File: config.mk
export PLATFORM = sky130hd
export DESIGN_NAME = posit_serial_decoder
export DESIGN_NICKNAME = d
export VERILOG_FILES = /design/src/rtl/posit_serial_decoder.sv
export SDC_FILE = /design/constraint.sdc
export NUM_CORES = 1
export LEC_CHECK = 0
export BUFFER_PORTS_ARGS = -buffer_cell sky130_fd_sc_hd__buf_2
export CAP_MARGIN = 0
export CORE_UTILIZATION = 30
export CTS_CLUSTER_SIZE = 30
export DETAILED_ROUTE_END_ITERATION = 10
export GPL_TIMING_DRIVEN = 1
export REMOVE_ABC_BUFFERS = 1
export SETUP_SLACK_MARGIN = 0.02
export SLEW_MARGIN = 20
export SYNTH_ARGS = -nofsm -noshare
export SYNTH_HDL_FRONTEND = slang
export SYNTH_SLANG_ARGS = --single-unit
File: constraint.sdc
create_clock -name Clk -period 1.6 [get_ports Clk]
set_input_delay 0.08 -clock Clk [delete_from_list [all_inputs] [get_ports Clk]]
set_output_delay 0.08 -clock Clk [all_outputs]
set_load 0.1 [all_outputs]
File: src/rtl/posit_serial_decoder.sv
`timescale 1ns/1ps
// posit_serial_decoder: splits an N-bit posit into sign, regime k, exponent and
//   hidden-bit mantissa, scanning the regime run one bit per cycle.
// Latency: m+1 SCAN cycles after the accept edge for a regime run of length m
//   (N cycles worst case); Zero/NaR go straight to DONE (valid after the accept edge).
// Backpressure: one word in flight; In_Ready is high only in IDLE, and results
//   are held unchanged in DONE until Out_Ready is seen.
//
// Ports:
//   Clk, Reset           rising-edge clock, asynchronous active-high reset
//   In, In_Valid         posit word and its valid (In sampled on the accept edge only)
//   In_Ready             high in IDLE (also while Reset is asserted)
//   Sign                 posit sign bit
//   RegimeValue          signed regime k, RS+1 bits
//   Exponent             ES-bit exponent, missing low bits read as 0
//   Mantissa             {1'b1, fraction}, fraction truncated / zero-padded
//   Zero, Inf            word was zero / NaR
//   Out_Valid, Out_Ready result handshake

module posit_serial_decoder #(
  parameter int N  = 8,
  parameter int ES = 3,
  parameter int RS = $clog2(N)
) (
  input  logic                 Clk,
  input  logic                 Reset,
  input  logic [N-1:0]         In,
  input  logic                 In_Valid,
  output logic                 In_Ready,
  output logic                 Sign,
  output logic signed [RS:0]   RegimeValue,
  output logic [ES-1:0]        Exponent,
  output logic [N-ES-3:0]      Mantissa,
  output logic                 Zero,
  output logic                 Inf,
  output logic                 Out_Valid,
  input  logic                 Out_Ready
);

  localparam logic [RS-1:0] REM_INIT = RS'(N - 1);
  localparam logic [RS-1:0] RS_ONE   = RS'(1);
  localparam logic [RS:0]   RV_ONE   = (RS + 1)'(1);
  localparam logic [RS:0]   RV_ZERO  = '0;
  localparam logic [N-1:0]  N_ONE    = N'(1);
  localparam logic [N-1:0]  NAR_WORD = {1'b1, {(N - 1){1'b0}}};

  typedef enum logic [1:0] {
    IDLE = 2'd0,
    SCAN = 2'd1,
    DONE = 2'd2
  } state_t;

  state_t state;
  state_t state_next;

  // Scan datapath: work holds the not-yet-consumed bits left-aligned.
  logic [N-1:0]  work;
  logic          polarity;
  logic [RS-1:0] count;
  logic [RS-1:0] remaining;

  // Accept-side decode
  logic          in_zero;
  logic          in_nar;
  logic [N-1:0]  in_abs;
  logic [N-1:0]  work_init;

  // Scan-side decode
  logic          run_cont;
  logic [N-1:0]  work_shl;
  logic [N-1:0]  work_end;
  logic [RS:0]   count_ext;
  logic [RS:0]   regime_end;
  logic [N-ES:0] mant_wide;

  assign in_zero   = (In == '0);
  assign in_nar    = (In == NAR_WORD);
  assign in_abs    = In[N-1] ? (~In + N_ONE) : In;
  // Drop the sign bit: the regime starts at the new MSB.
  assign work_init = in_abs << 1;

  assign run_cont  = (remaining != '0) && (work[N-1] == polarity);
  assign work_shl  = {work[N-2:0], 1'b0};
  // The terminator bit is only present if the run did not reach the word end.
  assign work_end  = (remaining != '0) ? work_shl : work;

  assign count_ext  = {1'b0, count};
  assign regime_end = polarity ? (count_ext - RV_ONE) : (RV_ZERO - count_ext);

  // Hidden bit in front of everything after the exponent; keep the top MW bits.
  assign mant_wide  = {1'b1, work_end[N-ES-1:0]};

  assign In_Ready  = (state == IDLE);
  assign Out_Valid = (state == DONE);

  // ---------------------------------------------------------------- FSM
  always_ff @(posedge Clk or posedge Reset) begin
    if (Reset) begin
      state <= IDLE;
    end else begin
      state <= state_next;
    end
  end

  always_comb begin
    state_next = state;
    case (state)
      IDLE: begin
        if (In_Valid) begin
          state_next = (in_zero || in_nar) ? DONE : SCAN;
        end
      end
      SCAN: begin
        if (!run_cont) begin
          state_next = DONE;
        end
      end
      DONE: begin
        if (Out_Ready) begin
          state_next = IDLE;
        end
      end
      default: state_next = IDLE;
    endcase
  end

  // ---------------------------------------------------------------- datapath
  always_ff @(posedge Clk or posedge Reset) begin
    if (Reset) begin
      work        <= '0;
      polarity    <= 1'b0;
      count       <= '0;
      remaining   <= '0;
      Sign        <= 1'b0;
      RegimeValue <= '0;
      Exponent    <= '0;
      Mantissa    <= '0;
      Zero        <= 1'b0;
      Inf         <= 1'b0;
    end else begin
      case (state)
        IDLE: begin
          if (In_Valid) begin
            if (in_zero || in_nar) begin
              // Special values report only their flag; every other field is 0,
              // including the sign of NaR.
              Sign        <= 1'b0;
              Zero        <= in_zero;
              Inf         <= in_nar;
              RegimeValue <= '0;
              Exponent    <= '0;
              Mantissa    <= '0;
            end else begin
              Sign      <= In[N-1];
              work      <= work_init;
              polarity  <= work_init[N-1];
              count     <= '0;
              remaining <= REM_INIT;
            end
          end
        end
        SCAN: begin
          if (run_cont) begin
            count     <= count + RS_ONE;
            work      <= work_shl;
            remaining <= remaining - RS_ONE;
          end else begin
            work        <= work_end;
            if (remaining != '0) begin
              remaining <= remaining - RS_ONE;
            end
            RegimeValue <= regime_end;
            Exponent    <= work_end[N-1 -: ES];
            Mantissa    <= mant_wide[N-ES:3];
          end
        end
        DONE: begin
          if (Out_Ready) begin
            Zero <= 1'b0;
            Inf  <= 1'b0;
          end
        end
        default: begin
          Zero <= 1'b0;
          Inf  <= 1'b0;
        end
      endcase
    end
  end

endmodule

Word-level counts from Yosys, hierarchy flattened --
Index checks and enable logic that the tools add are counted.
Storage, ports and cells: register bits 30, bits of input ports 12, word-level logic and storage cells 84
Cells by class: $add $sub $neg 5, equal/unequal tests 11, muxes and demuxes 39, bitwise operators 3, reductions and logical operators 14
Operators by type and width (number):
- $mux W3 | 11
- $mux W8 | 4
- $pmux W3 S2 | 4
- $mux W4 | 4
- $pmux W8 S2 | 1
- $reduce_and A4 Y1 | 4
- $reduce_and A3 Y1 | 3
- $eq A8 B8 Y1 const B | 1
- $logic_not A8 Y1 | 1
- $mux W2 | 4
- $ne A2 B2 Y1 const B | 4
- $pmux W4 S2 | 1
- $add A7 B1 Y7 const B | 1
- $mux W7 | 1
- $not A7 Y7 | 1
- $mux W1 | 6
- $pmux W1 S3 | 2
- $pmux W2 S3 | 1
- $ne A2 B1 Y1 const B | 2
- $sub A1 B3 Y4 const A | 1
- $sub A3 B1 Y4 const B | 1
- $add A3 B1 Y3 const B | 1
- $ne A3 B3 Y1 const B | 1
- $reduce_bool A3 Y1 | 1
- other kinds (10) | 11

Logic depth before layout (Yosys ltp) --
Gate-level depths: netlist of the first run.
depth in word-level cells 6, gate-level depth with buffers 8, gate-level depth less buffers 6

Least setup slack after synthesis of the first run --
No wires, ideal clock.
path kind register -> register, start point reg state[1], end point reg work[7], setup time 0.126 ns, arrival time 2.795 ns, setup slack -1.321 ns, cell stages (with the launch flop) 6, buffers on the path 1, path through dfrtp_1 -> nor2_1 -> nand2_1 -> o21a_1 -> buf_4 -> a221o_1
On the way: longest elaborated chain between the ends 3
Ends and longest elaborated chain:
- start: declaration | RTL line 53 | state_t state;
- start signal: assignment | RTL line 101 | state <= state_next;
- $logic_not A2 Y1 *
- net In_Ready | RTL line 29 | output logic In_Ready,
- $ne A2 B2 Y1 (no line) or $reduce_bool A2 Y1 (tied branches)
- $reduce_and A3 Y1 (no line)
- end signal: assignment | RTL line 155 | work <= work_init;
- end signal: assignment | RTL line 165 | work <= work_shl;
- end signal: assignment | RTL line 168 | work <= work_end;
- end: declaration | RTL line 57 | logic [N-1:0] work;
Mark *: on every way through the listed nets, which the timed path passes. The rest lies on a longest branch. A chain may end at the register's enable or synchronous reset.

Worst setup path in the final report of the first run --
start point reg remaining[1], end point reg Mantissa[2]
On the way: longest elaborated chain between the ends 4
Ends and longest elaborated chain:
- start: declaration | RTL line 60 | logic [RS-1:0] remaining;
- start signal: assignment | RTL line 166 | remaining <= remaining - RS_ONE;
- start signal: assignment | RTL line 170 | remaining <= remaining - RS_ONE;
- $reduce_bool A3 Y1 | RTL line 82 | assign run_cont = (remaining != '0) && (work[N-1] == polarity);
- $logic_and A1 B1 Y1 | RTL line 82
- $ne A2 B2 Y1 (no line)
- $reduce_and A4 Y1 (no line)
- end signal: assignment | RTL line 174 | Mantissa <= mant_wide[N-ES:3];
- end: declaration | RTL line 33 | output logic [N-ES-3:0] Mantissa,
No other way between the ends.

==> results of run 1 <==
[sequential cells by signal, summed over array words and instances (netlist names), 2 cells and up]
name,count
Exponent,3
remaining,3
RegimeValue,4
work,7
Mantissa,3
state,2
count,3
[cell families (layout without fill, tap and decap cells)]
logic type               after synthesis  in the layout  synth area share
buffers and inverters                 20             85            0.0709
XOR/XNOR                               9              9            0.0480
flip-flops                            29             29             0.442
AND/OR/NAND/NOR                       46             47             0.145
AO/OA/AOI/OAI                         46             46             0.200
adder cells (fa/ha/maj)                5              5            0.0381
multiplexers                           9              9            0.0564
[layout make-up]
| type | count | area (µm²) |
|---|---|---|
| fillers | 502 | 2860 |
| well taps | 70 | 87.6 |
| clock buffers | 7 | 86.3 |
| clock inverters | 1 | 30.0 |
| flip-flops and latches | 29 | 727 |
| repair buffers | 64 | 433 |
| multi-input cells | 116 | 902 |
| inverters | 13 | 48.8 |
[worst register-to-register path: stages (launching register included)]
cell and delay [ps]:
dfrtp_1 390, inv_2 80, ha_4 130, nor2b_4 190, nor3_4 70, or3b_4 440, a21bo_2 210
[cell usage after synthesis, types with 2 or more instances]
master     count
a21oi_1       11
a22o_1         2
a22oi_1        2
buf_6          5
dfrtp_1       29
ha_1           5
inv_1         13
mux2_2         2
mux2i_1        7
nand2_1       12
nand2b_1       5
nand3_1        2
nor2_1        13
nor2b_1        2
nor3_1         3
o21a_1         2
o21ai_0        6
o2bb2ai_1      9
o31ai_1        5
or3_1          3
xnor2_1        5
xor2_1         4
[through the flow]
stage / util / hold WS [ps] / power [µW] / setup WS [ps] / TNS [ps]
after floorplan: - / 158 / 3310 / -1300 / -20540
after global placement: 0.394 / 176 / 4140 / -341 / -3420
after detailed placement: 0.394 / 173 / 4150 / -376 / -3720
after CTS: 0.431 / 106 / 5110 / -63.5 / -66.6
after global routing: 0.448 / 138 / 5610 / -57.5 / -152
final: 0.448 / 102 / 5300 / -18.7 / -18.7
[power groups by stage]
stage	sequential (µW)	combinational, µW	clock [µW]
6_report	1270	3240	790
2_1_floorplan	2080	1230	0
4_1_cts	1260	3050	802
3_5_place_dp	1260	2890	0
5_1_grt	1320	3450	836
3_3_place_gp	1260	2870	0
[routing by layer]
layer / vias up / global-route usage / routed length, µm
met5: - / 0 / 0
met4: 0 / 0.0500 / 35
met3: 4 / 0.0395 / 168
met2: 34 / 0.211 / 1740
met1: 645 / 0.203 / 1970
li1: 711 / - / -
[final timing paths]
kind	slack [ps]	endpoint	from	cells past startpoint
max	-20	Mantissa[2]	remaining[1]	6
min	100	Zero	In[7]	2
max reg2reg	-20	Mantissa[2]	remaining[1]	6
min reg2reg	480	Sign	Sign	2
max in group asynchronous	890	state[0]	Reset	4
min in group asynchronous	410	Mantissa[2]	Reset	4
[timing repair]
item                                    in CTS  in global routing
pin swaps                                    3                  5
gates resized for setup                      8                 18
buffers inserted                             2                  1
hold buffers                                 2                  0
cloned                                       1                  0
endpoints found under the setup margin      15                 20
endpoints found under the hold margin       30                  0
==> impl_results.md, run 1 <==
* I/O pin count at 27
* Sw Share at 0.484
* Clock share of power at 0.149
* Core area at 5170 µm²
* Chip width at 76.0 µm
* Grt ovf at 0
* Final Cycle Share at 1.01
* Yosys cell types at 39
* PwrDens at 2290 nW/µm²
* Ys Warns at 0
* Slew Viols, Final at 0
* VDD IR max at 0.000984 V
* Vias/cell at 4.65
* Synthesized area at 1640 µm²
* Cells after Synth at 164
* Worst Path Buf+Inv at 1
* Total track usage at 0.144
* Drt wl/cell at 13.1 µm
* First-pass GRT wire length at 6.58 mm
* Sequential share of power at 0.240
* CP Cell Sequence: inv_2 > ha_4 > nor2b_4 > nor3_4 > or3b_4 > a21bo_2
* Max-Cap Viols at 0
* Ratio of cells with drive above 1 in the final layout at 0.396
* Antenna violations before repair at 0
* Commonest non-fill, non-tap cells in the layout: buf_4, dfrtp_1, buf_2
* Int Power at 2730 µW
* Post-route minimum period at 1620 ps
* Fraction of registers with async set/reset at 1.00
* Die ar. at 5770 µm²
* Max Root-Sink Buffers at 2
* Fin. Hold Viols at 0
* Clk slew on worst S/H paths at 70 ps
* Status: finished, violations left
* Slew Limit Headroom at 0.677
* Residual DRC at 0
* Clock H-tree levels at 2
* Crit path launch type: register
* Final worst slack at -18.7 ps
* Slew @ Worst Pin at 488 ps
* DRT iter0 DRCs at 49
* Num CTS Buffers at 5
* Critical path required time at 1780 ps
* Crit-path max cell delay at 440 ps
* Synth top area share at 0.442
* Initial Util at 0.317
* Worst skew pair latency at 280 ps
* Number of global-route vias before repair at 1421
* Synth area leaders: dfrtp_1, o2bb2ai_1, mux2i_1
* Post-DP Area at 2040 µm²
* DP Cell Count at 286
* Clock root buffer master: clkbuf_8
* Buffers added on ports at 26
* FP Rows at 26
* RD Place Congestion at 0.802
* CP Class: reg -> reg
* Most common cell after layout, fill and taps aside: buf_4
* Hpwl dp at 2.71 mm
* Routed wire length at 3.92 mm
* Failing checks: setup timing
* # clock sinks at 29
* Combinational share of power at 0.611
* Cell area after layout at 2310 µm²
* Layout area overhead at 41.0%
* Cell accounting for the most synthesized area: dfrtp_1
* Post-synth EDFFs at 0
* Type of the worst min-delay path: in -> reg
* RSZ-0062 raised after global routing: yes
* Non-Filler Instances at 300
* Clock Skews at 4.18 ps
* N_diodes at 0
* Sequential share of the synthesized area at 0.442
* Leakage at 0.00110 µW
* CTS tree: yes
* DR vias at 1394
* NumNets Final at 246
* Routed Antenna Nets at 0
* Kind of end point of the critical path: register
* Slowest CP cell: or3b_4
* Synthesized flop and latch total at 29
* Critical Path AT at 1790 ps
* Largest net degree at the start of global routing at 30
* CP top delay family: simple AND/OR/NAND/NOR gates
* Pre-antenna DRT Iters at 4
* Die span in y at 76.0 µm
* P_sw at 2560 µW
* CP max FO at 6
* Final setup violation count at 1
* Syn avg cell area at 10.0 µm²
* Fmax at 618 MHz
* Main synth FF type: dfrtp_1
Power figures use the tool's default switching activity.
==> run 2, diff against run 1 <==
ABC_AREA = 1   (was default)
==> run 2 against run 1 <==
The flow now finishes without violations. Die area grew 4.2%. Fmax grew 10%. Register-to-register slack gained 150 ps. Highest routed layer unchanged. Largest power group unchanged. Largest cell class unchanged. Critical endpoint is now RegimeValue[2]. Total power shrank 9.8%. Critical path type unchanged. Critical path depth grew 3. Sequential share of layout area grew 3.3 points. Synthesized cell count grew 32%. Wire length shrank 2.6%. Cell count grew 9.0%. Cell area shrank 9.7%.
==> impl_results.md, run 2 <==
* DR vias at 1485
* Pre-antenna DRT Iters at 4
* Die span in y at 77.5 µm
* Hpwl dp at 2.97 mm
* First-pass GRT wire length at 6.76 mm
* CP max FO at 15
* Non-Filler Instances at 327
* # fillers at 581
* Clk slew on worst S/H paths at 70 ps
* Critical path required time at 1770 ps
* Status: finished, final reports clean
* Total track usage at 0.145
* I/O pin count at 27
* Cell mode on critical path: nand2_2
* Antenna violations before repair at 0
* Die ar. at 6010 µm²
* Clock Skews at 8.81 ps
* Top-count cell post-synth: nand2_1
* FP Rows at 27
* CP Cell Sequence: inv_1 > ha_1 > nand2_2 > nand4_2 > nand2_2 > inv_2 > nand2_8 > nand2_1 > o21ai_0
* Cells after Synth at 216
* Commonest non-fill, non-tap cells in the layout: nand2_1, dfrtp_1, buf_2
* Kind of end point of the critical path: register
* Slew Limit Headroom at 0.675
* Leakage at 0.00111 µW
* Number of global-route vias before repair at 1432
* Post-synth EDFFs at 0
* Routed Antenna Nets at 0
* Worst R2R End: RegimeValue[2]
* NumNets Final at 271
* Largest register by flop count: work
* Worst Path Buf+Inv at 2
* Cell accounting for the most synthesized area: dfrtp_1
* CTS tree: yes
* RSZ-0062 raised after global routing: yes
* Post-synthesis compound-gate area fraction at 0.109
* Worst setup path start: remaining[1]
* Slew @ Worst Pin at 490 ps
* Syn avg cell area at 7.92 µm²
* Crit-path max cell delay at 360 ps
* PwrDens at 2280 nW/µm²
* Fin. Hold Viols at 0
* DP Cell Count at 317
* Final setup violation count at 0
* Routed wire length at 3.81 mm
* Core area at 5510 µm²
* Slew Viols, Final at 0
* Chip width at 77.5 µm
* VDD IR max at 0.00114 V
* Main synth FF type: dfrtp_1
* Ratio of cells with drive above 1 in the final layout at 0.259
* Total Power at 4780 µW
* Residual DRC at 0
* # clock sinks at 29
* Critical R2R Launch: remaining[1]
* DRT iter0 DRCs at 78
* Synthesized area at 1710 µm²
* Fmax at 680 MHz
* Post-Synth Simple-Gate Area at 0.317
* Type of the worst min-delay path: in -> reg
* Synth cell count leaders: nand2_1, dfrtp_1, inv_1, nand3_1, o21ai_0
* Num CTS Buffers at 5
* Post-Synth XOR/XNOR Area at 0.0256
* Drt wl/cell at 11.7 µm
* Clock H-tree levels at 2
* Adder-cell share of the synthesized area at 0.0365
* Synth area leaders: dfrtp_1, nand2_1, nand3_1
* Fraction of registers with async set/reset at 1.00
* Ys Warns at 0
* Clock root buffer master: clkbuf_8
* Largest net degree at the start of global routing at 30
* Yosys cell types at 26
* Largest registers: work x7, RegimeValue x4
* Worst skew pair latency at 290 ps
* Hold EP: state[1]
* Largest register FFs at 7
* Grt ovf at 0
* Sequential share of the synthesized area at 0.424
* Initial Util at 0.311
* Critical Path AT at 1640 ps
* Synthesized flop and latch total at 29
* Reg2Reg Depth at 9
* N_diodes at 0
* Slowest CP cell: dfrtp_1
* Largest family of logic cells by synthesized area: simple AND/OR/NAND/NOR gates
* Max Root-Sink Buffers at 2
* Reg2Reg Setup Slack at 130 ps
* CP Class: reg -> reg
* Vias/cell at 4.54
* Layout area overhead at 22.1%
* CP top delay family: simple AND/OR/NAND/NOR gates
* Synth top area share at 0.424
* Max-Cap Viols at 0
* Mux share of post-synthesis cell area at 0.00585
* Post-route minimum period at 1470 ps
* Most common cell after layout, fill and taps aside: nand2_1
* Hold Startpoint: Out_Ready
* RD Place Congestion at 0.765
* Crit path launch type: register
* Hold Path Depth at 4
* Buffers added on ports at 26
* Final Cycle Share at 0.919
==> run 2: cell types whose count changed in the layout (fill, tap and decap cells not counted), moves of 6 or more <==
cell and change:
buf_4 -26, o21ai_0 +6, mux2i_1 -6, a21oi_1 -6
nand2_2 +8, nand3_1 +16, nand2_1 +51, o21ai_1 +7
inv_1 +12, o2bb2ai_1 -9
==> run 2: cells by family (layout without fill, tap and decap cells) <==
logic type,count (synthesis),in the layout
and+or+nand+nor,114,114
AOI/OAI and AO/OA,32,32
buffers and inverters,30,69
DFF,29,29
adders and majority gates,5,5
xor gates and xnor gates,5,5
muxes,1,1
==> run 2: final cells by class <==
class | instances | area [µm²] | share of cell area
Clock inverter | 1 | 30.0 | 0.0144
Inverter | 26 | 100 | 0.0479
Multi-Input combinational cell | 157 | 856 | 0.409
Sequential cell | 29 | 726 | 0.347
Tap cell | 72 | 90.1 | 0.0431
Timing Repair Buffer | 35 | 203 | 0.0969
Clock buffer | 7 | 86.3 | 0.0413
==> run 2: worst max-delay path by stage <==
stage	to	slack, ps	depth (start not counted)
floorplan	Inf	-810	8
global placement	Mantissa[1]	40	9
detailed placement	Mantissa[0]	10	9
CTS	In_Ready	40	2
global route	RegimeValue[1]	7	9
finish	RegimeValue[2]	130	9
==> run 2: timing repair <==
action / CTS / global route
gates resized for setup: 1 / 6
hold buffers: 1 / 0
hold endpoints to repair: 29 / 0
buffers inserted: 0 / 1
setup endpoints to repair: 6 / 17
pin swaps: 0 / 0
==> run 2: worst register-to-register path, stage by stage, from the launching register on <==
cell,delay [ps]
dfrtp_1,360
inv_1,90
ha_1,180
nand2_2,120
nand4_2,160
nand2_2,60
inv_2,100
nand2_8,110
nand2_1,80
o21ai_0,70
==> run 2: per-stage QoR <==
step                cell area, µm²  utilization  hold slack [ps]  setup WS (ps)  TNS [ps]
floorplan                     1670            -              158           -814     -5040
global route                  2090        0.380              119           6.55         0
detailed placement            1940        0.353              174           14.6         0
finish                        2090        0.380             91.3            130         0
CTS                           2070        0.376             92.1           41.2         0
global placement              1940        0.353              177           37.7         0
==> run 2: where the power goes <==
group	switching [µW]	leakage (µW)	internal [µW]	total [µW]
logic	2050	0.000683	691	2740
clock network	287	0.0000585	507	794
registers	214	0.000364	1030	1240
total	2550	0.00111	2230	4780
==> run 2: metal layers <==
layer | vias to the layer above | GRT usage | part of all wire
met5 | - | 0 | 0
met4 | 0 | 0.0396 | 0.012
met3 | 6 | 0.0506 | 0.057
met2 | 35 | 0.218 | 0.43
met1 | 673 | 0.195 | 0.50
li1 | 771 | - | -
==> run 3, diff against run 2 <==
CELL_PAD_IN_SITES_DETAIL_PLACEMENT = 1   (was default)
CELL_PAD_IN_SITES_GLOBAL_PLACEMENT = 1   (was default)
PLACE_DENSITY_LB_ADDON = 0.1   (was default)
==> run 3 against run 2 <==
Utilization is the same. Global-route usage up 2.3 points. Clock-buffer cell count did not move. Non-clock buffer count is 2 higher. Total power fell by 1.1%.
==> impl_results.md, run 3 (same netlist as run 2, synthesis figures left out) <==
* Residual DRC at 0
* Clock Skews at 4.43 ps
* Die ar. at 6010 µm²
* DP Cell Count at 319
* VDD IR max at 0.000922 V
* Hpwl dp at 3.38 mm
* RSZ-0062 raised after global routing: yes
* Worst skew pair latency at 280 ps
* Largest registers: work x7, RegimeValue x4
* Clock H-tree levels at 2
* Critical Path AT at 1420 ps
* Chip width at 77.5 µm
* Total track usage at 0.167
* Total Power at 4720 µW
* # fillers at 703
* Clock root buffer master: clkbuf_8
* PwrDens at 2260 nW/µm²
* Post-route minimum period at 1500 ps
* Reg2Reg Depth at 9
* Num CTS Buffers at 5
* RD Place Congestion at 0.766
* Commonest non-fill, non-tap cells in the layout: nand2_1, dfrtp_1, buf_2
* Hold Path Depth at 4
* Most common cell after layout, fill and taps aside: nand2_1
* Slew @ Worst Pin at 485 ps
* Vias/cell at 4.54
* DRT iter0 DRCs at 63
* Layout area overhead at 22.1%
* Crit path launch type: register
* FP Rows at 27
* Initial Util at 0.311
* DR vias at 1494
* Drt wl/cell at 13.4 µm
* Largest register FFs at 7
* Clk slew on worst S/H paths at 60 ps
* Final Cycle Share at 0.940
* Final setup violation count at 0
* First-pass GRT wire length at 7.68 mm
* Max-Cap Viols at 0
* Die span in y at 77.5 µm
* I/O pin count at 27
* Largest register by flop count: work
* Core area at 5510 µm²
* Number of global-route vias before repair at 1526
* Slew Limit Headroom at 0.679
* Pre-antenna DRT Iters at 4
* Non-Filler Instances at 329
* Max Root-Sink Buffers at 2
* CP max FO at 3
* Ratio of cells with drive above 1 in the final layout at 0.268
* CTS tree: yes
* Critical path required time at 1520 ps
* Slew Viols, Final at 0
* NumNets Final at 273
* Type of the worst min-delay path: in -> reg
* N_diodes at 0
* Fin. Hold Viols at 0
* Buffers added on ports at 26
* # clock sinks at 29
* Routed Antenna Nets at 0
* Largest net degree at the start of global routing at 30
* Post-DP Area at 1960 µm²
* Status: finished, final reports clean
* CP Class: reg -> out
* Antenna violations before repair at 0
* Routed wire length at 4.42 mm
* Grt ovf at 0
* Hold slack final at 80.2 ps
* Leakage at 0.00111 µW
* Cell area after layout at 2090 µm²
* Kind of end point of the critical path: output pin
* Fmax at 665 MHz
==> run 3: repair_timing <==
action / in CTS / in global routing
hold buffers: 1 / 0
endpoints found under the setup margin: 10 / 15
endpoints found under the hold margin: 29 / 0
resized for setup: 2 / 5
setup buffers: 0 / 1
pin swaps: 0 / 1
==> run 3: layer usage <==
metal | track usage | part of all wire | wire [µm] | up-vias
met4 | 0.0453 | 0.012 | 53 | 0
met1 | 0.233 | 0.52 | 2290 | 700
met3 | 0.0459 | 0.024 | 104 | 5
met5 | 0 | 0 | 0 | -
li1 | - | - | - | 770
met2 | 0.253 | 0.45 | 1970 | 19
==> run 3: worst paths after layout <==
check                               startpoint              to  slack, ps
worst max-delay path                  state[1]       Out_Valid        100
worst min-delay path                 Out_Ready        state[1]         80
worst max register to register    remaining[0]     Mantissa[0]        110
worst min register to register  RegimeValue[0]  RegimeValue[0]        480
max in group asynchronous                Reset         work[2]        880
min in group asynchronous                Reset     Exponent[0]        440
==> run 3: power breakdown <==
part | internal (µW) | switching (µW)
logic | 698 | 2100
clock network | 388 | 290
registers | 1030 | 220
total | 2110 | 2610
==> run 3: area by class of cell <==
class,count,area [µm²],share of cell area
Clock buffer,7,96.3,0.0461
Clock inverter,1,5.00,0.00239
Inverter,26,100,0.0479
Multi-Input combinational cell,157,856,0.409
Sequential cell,29,726,0.347
Tap cell,72,90.1,0.0431
Timing Repair Buffer,37,218,0.104
==> run 3: critical path, stage by stage, from the launching register on <==
cell     delay, ps
dfrtp_1        450
inv_1           70
nor2_1         160
buf_2          460
==> run 3: through the flow <==
stage | util | setup WS [ps] | TNS, ps
finish | 0.380 | 95.7 | 0
global route | 0.380 | -28.1 | -110
CTS | 0.377 | 30.7 | 0
detailed placement | 0.356 | -4.40 | -4.40
global placement | 0.356 | 2.08 | 0
floorplan | - | -814 | -5040
